===== src/rtl/booth_mult_seq.sv =====
// booth_mult_seq: sequential radix-2 Booth multiplier.
// Operands are extended to WIDTH+1 bits (sign- or zero-extended by mode)
// so one recoding datapath serves both signed and unsigned products.
// One Booth step runs per cycle. The product register P only changes
// when an operation completes.
module booth_mult_seq #(
  parameter int WIDTH = 8
) (
  input  logic                 clk,
  input  logic                 rst,
  input  logic                 start,
  input  logic                 signed_mode,
  input  logic [WIDTH-1:0]     A,
  input  logic [WIDTH-1:0]     B,
  output logic [2*WIDTH-1:0]   P,
  output logic                 busy,
  output logic                 done
);

  localparam int N  = WIDTH + 1;
  localparam int CW = $clog2(N + 1);
  localparam logic [CW-1:0] CNT_LAST = CW'(N - 1);
  localparam logic [CW-1:0] CNT_ONE  = CW'(1);
  localparam logic [CW-1:0] CNT_ZERO = CW'(0);

  typedef enum logic [1:0] {
    ST_IDLE   = 2'b00,
    ST_RUN    = 2'b01,
    ST_FINISH = 2'b10
  } state_t;

  // Widen an operand by one bit. The extra bit is a copy of the MSB in
  // signed mode and zero in unsigned mode, so both modes become signed
  // N-bit multiplies.
  function automatic logic [N-1:0] ext_op(input logic [WIDTH-1:0] v,
                                          input logic             sgn);
    return {sgn & v[WIDTH-1], v};
  endfunction

  state_t                state_r;
  state_t                state_nx_s;
  logic [N-1:0]          acc_r;
  logic [N-1:0]          m_r;
  logic [N-1:0]          mc_r;
  logic                  q_r;
  logic [CW-1:0]         cnt_r;
  logic [2*WIDTH-1:0]    p_r;
  logic                  busy_r;
  logic                  done_r;

  logic [N-1:0]          sum_s;
  logic [N-1:0]          acc_shift_s;
  logic [N-1:0]          m_shift_s;
  logic [2*WIDTH-1:0]    prod_s;

  // Booth step: add/subtract/skip from {M[0],Q}, then arithmetic shift
  // of the {ACC, M} pair by one place.
  always_comb begin
    sum_s = acc_r;
    case ({m_r[0], q_r})
      2'b01:   sum_s = acc_r + mc_r;
      2'b10:   sum_s = acc_r - mc_r;
      default: sum_s = acc_r;
    endcase
    acc_shift_s = {sum_s[N-1], sum_s[N-1:1]};
    m_shift_s   = {sum_s[0], m_r[N-1:1]};
  end

  // Final product: the low 2*WIDTH bits of {ACC, M}. The two dropped
  // top bits only ever hold sign/zero extension.
  always_comb begin
    prod_s = {acc_r[N-3:0], m_r};
  end

  // State register.
  always_ff @(posedge clk or posedge rst) begin
    if (rst) begin
      state_r <= ST_IDLE;
    end else begin
      state_r <= state_nx_s;
    end
  end

  // Next-state logic: IDLE waits for start, RUN counts N steps, FINISH
  // lasts a single cycle.
  always_comb begin
    state_nx_s = state_r;
    case (state_r)
      ST_IDLE: begin
        if (start) begin
          state_nx_s = ST_RUN;
        end else begin
          state_nx_s = ST_IDLE;
        end
      end
      ST_RUN: begin
        if (cnt_r == CNT_LAST) begin
          state_nx_s = ST_FINISH;
        end else begin
          state_nx_s = ST_RUN;
        end
      end
      ST_FINISH: state_nx_s = ST_IDLE;
      default:   state_nx_s = ST_IDLE;
    endcase
  end

  // Datapath and handshake registers: load on accepted start, step in
  // RUN, publish the product in FINISH. done is a single-cycle pulse.
  always_ff @(posedge clk or posedge rst) begin
    if (rst) begin
      acc_r  <= {N{1'b0}};
      m_r    <= {N{1'b0}};
      mc_r   <= {N{1'b0}};
      q_r    <= 1'b0;
      cnt_r  <= CNT_ZERO;
      p_r    <= {(2*WIDTH){1'b0}};
      busy_r <= 1'b0;
      done_r <= 1'b0;
    end else begin
      done_r <= 1'b0;
      case (state_r)
        ST_IDLE: begin
          if (start) begin
            mc_r   <= ext_op(A, signed_mode);
            m_r    <= ext_op(B, signed_mode);
            acc_r  <= {N{1'b0}};
            q_r    <= 1'b0;
            cnt_r  <= CNT_ZERO;
            busy_r <= 1'b1;
          end else begin
            busy_r <= 1'b0;
          end
        end
        ST_RUN: begin
          acc_r <= acc_shift_s;
          m_r   <= m_shift_s;
          q_r   <= m_r[0];
          cnt_r <= cnt_r + CNT_ONE;
        end
        ST_FINISH: begin
          p_r    <= prod_s;
          done_r <= 1'b1;
          busy_r <= 1'b0;
        end
        default: begin
          busy_r <= 1'b0;
        end
      endcase
    end
  end

  assign P    = p_r;
  assign busy = busy_r;
  assign done = done_r;

endmodule


===== config.mk =====
export PLATFORM = sky130hd
export DESIGN_NAME = booth_mult_seq
export DESIGN_NICKNAME = d
export VERILOG_FILES = /design/src/rtl/booth_mult_seq.sv
export SDC_FILE = /design/constraint.sdc
export NUM_CORES = 1
export LEC_CHECK = 0
export CAP_MARGIN = 15
export CORE_MARGIN = 5
export CORE_UTILIZATION = 45
export CTS_CLUSTER_SIZE = 28
export DETAILED_ROUTE_END_ITERATION = 8
export HOLD_SLACK_MARGIN = 0.15
export PLACE_DENSITY_LB_ADDON = 0.1
export SETUP_SLACK_MARGIN = 0.05
export SLEW_MARGIN = 0
export SYNTH_ARGS = -nofsm -noshare
export SYNTH_HDL_FRONTEND = slang
export SYNTH_SLANG_ARGS = --single-unit

===== constraint.sdc =====
create_clock -name clk -period 3.4 [get_ports clk]
set_input_delay 0.34 -clock clk [delete_from_list [all_inputs] [get_ports clk]]
set_output_delay 0.34 -clock clk [all_outputs]
set_load 0.1 [all_outputs]

==> flow_summary_export.csv <==
group,metric,value,unit
outcome,outcome,"finished, final reports clean",
job,max_cap_viol_count,0,
yosys,synth_edf_count,0,
yosys,syn_inst,263,
global_route,grt_pass1_vias,1806,
cts,root_buffer,"clkbuf_8",
global_route,antenna_found_initial,0,
yosys,ys.flop_type,"dfrtp_1",
cts,cts_buffer_depth,2,
drt,drtPass1Iterations,4,
yosys,syn_nets,296,
cts,hold_buffers,0,
yosys,async_reset_ff_frac,1.00,
critical_path,path_cells,"inv_1 > ha_1 > mux2_2 > fa_1 > nand2b_1 > a21oi_2 > o21a_1 > o211ai_1 > a211o_1 > o221ai_1",
cells_and_area,drive_gt1_frac,0.104,
yosys,netlist_top_cells_count,"nand2_1, dfrtp_1, mux2_2",
critical_path,critical-path-top-delay-family,"compound AO/OA/AOI/OAI gates",
cts,cts_setup_buffers,0,
yosys,synth_cell_types,41,
drt,wirelength,5080,um
yosys,synth_seq_area_share,0.492,
critical_path,arrival,2.96,ns
critical_path,crit_buf_inv,1,
drt,drc,0,
cts,clk-insertion-delay-late,0.31,ns
drt,drt_iter0_drc,106,
cts,post_cts_resize_count,0,
critical_path,worstSetupPathType,"register to register",
floorplanning,die_height,85.9,um
timing,tightest_slew,0.969,ns
floorplanning,core-area,0.00554,mm2
yosys,synth_area_leaders,"dfrtp_1, nand2_1, mux2_2, ha_1, xnor2_1",
timing,finalSetupViolations,0,
floorplanning,fp.dieW,85.9,um
floorplanning,die_area,0.00738,mm2
yosys,synth_seq_cells,51,
cells_and_area,area_delta_synth_final,21.5,%
floorplanning,rows,27,
floorplanning,initial_core_util,0.468,
placed_design,place_congestion,0.933,
timing,finalCriticalPeriod,2.72,ns
cts,cts.clk_slew.worst_paths,0.10,ns
cells_and_area,nFillCells,506,
global_route,track_usage,0.150,
cts,cts-htree-levels,2,
timing,fin_crit_sh,0.801,
cells_and_area,final_nets,330,
timing,finalHoldViolations,0,
yosys,synth-warning-count,0,
timing,report.final.slew_viol_count,0,
critical_path,cp_max_fo,8,
drt,avgViaCountPerCell,5.11,
yosys,synth_area_per_cell,9.86,um2
critical_path,end_kind,"register",
cts,cts_tree,"built",
placed_design,portBuffers,37,
critical_path,max_stage_delay,0.42,ns
timing,fmax,367,MHz
global_route,grt_overflow,0,
timing,fin_worst_skew,0.0111,ns
critical_path,crit_required,3.64,ns
timing,rsz0062_at_grt,"false",
timing,setup_tns,0,ns
yosys,yosys.cell_count.top_type,"nand2_1",
global_route,grt_pass1_wl,8680,um
critical_path,critPathSlowestCell,"fa_1",
critical_path,cp-start-kind,"register",
drt,vias,1890,
global_route,grt_max_degree,52,
cells_and_area,n_antenna_cell,0,
yosys,netlist.area_leader.share,0.492,
cts,cts_made_buffers,5,
min_path,hold_path_class,"input port to async pin",
timing,slew_headroom,0.352,
placed_design,place_hpwl,3610,um
floorplanning,io_pins,38,
yosys,synth_area,0.00259,mm2
drt,postRouteAntennaNets,0,
yosys,synth.largest_area_cell,"dfrtp_1",
drt,post_drt_wl_per_cell,13.7,um
cts,cts_sinks,51,
[through the flow]
step | cell area, um2 | hold slack, ns | setup slack [ns] | std cells | utilization
global route | 3150 | 0.406 | 0.543 | 370 | 0.569
CTS | 3130 | 0.492 | 0.673 | 369 | 0.565
floorplan | 2590 | 0.445 | 0.807 | 263 | -
detailed placement | 3010 | 0.465 | 0.735 | 361 | 0.543
finish | 3150 | 0.363 | 0.677 | 370 | 0.569
global placement | 3010 | 0.461 | 0.774 | 361 | 0.543
[final timing paths]
path,slack [ns],end,depth (start not counted),from
worst min register to register,0.49,P[9],2,P[9]
min in group clk,0.49,P[9],2,P[9]
worst max-delay path,0.68,acc_r[7],10,q_r
max in group asynchronous,2.51,mc_r[5],3,rst
worst min-delay path,0.36,P[4],2,rst
worst max register to register,0.68,acc_r[7],10,q_r
[area by class of cell]
type                    instances  area (um2)  share of cell area
clock buffers                   6        82.6              0.0262
clock inverters                 2        38.8              0.0123
inverters                      11        41.3              0.0131
multi-input cells             188        1220               0.386
flip-flops and latches         51        1280               0.405
well taps                      72        90.1              0.0286
repair buffers                 40         405               0.129
[placed cells by master, fill, tap and decap left out, types with 2 or more instances in the layout]
master            n
nand2b_1          3
nand4_1           2
xnor2_1           8
and2_1            2
nand3_1           9
inv_1            10
o31ai_1           2
clkbuf_8          6
mux2i_1           3
a31oi_1           4
xor2_1            2
nor3_1            6
mux2_2           15
clkdlybuf4s50_1  37
a22oi_1           8
nor2_1           12
nand2_1          52
dfrtp_1          51
a21oi_1          11
o21a_1            3
ha_1             12
o21ai_0          13
buf_4             2
nor2b_1           3
[sequential cells by signal, indices dropped and copies added, names as in the netlist, 2 cells and up]
register / flops
cnt_r: 4
mc_r: 9
acc_r: 8
m_r: 9
state_r: 2
P: 16
[per-layer routing]
layer,part of all wire,global-route usage,vias up
li1,-,-,969
met1,0.51,0.213,890
met2,0.44,0.226,26
met3,0.034,0.0355,5
met4,0.011,0.0460,0
met5,0,0,-
[cells by family after synthesis]
family,share of synthesized area
flops,0.492
simple gates,0.167
compound gates,0.125
fa+ha+maj,0.0656
mux,0.0767
buf+inv,0.0386
xor+xnor,0.0338
Power is not shown: default switching activity piles up to over one toggle a cycle in this logic, so the estimate is an artifact.
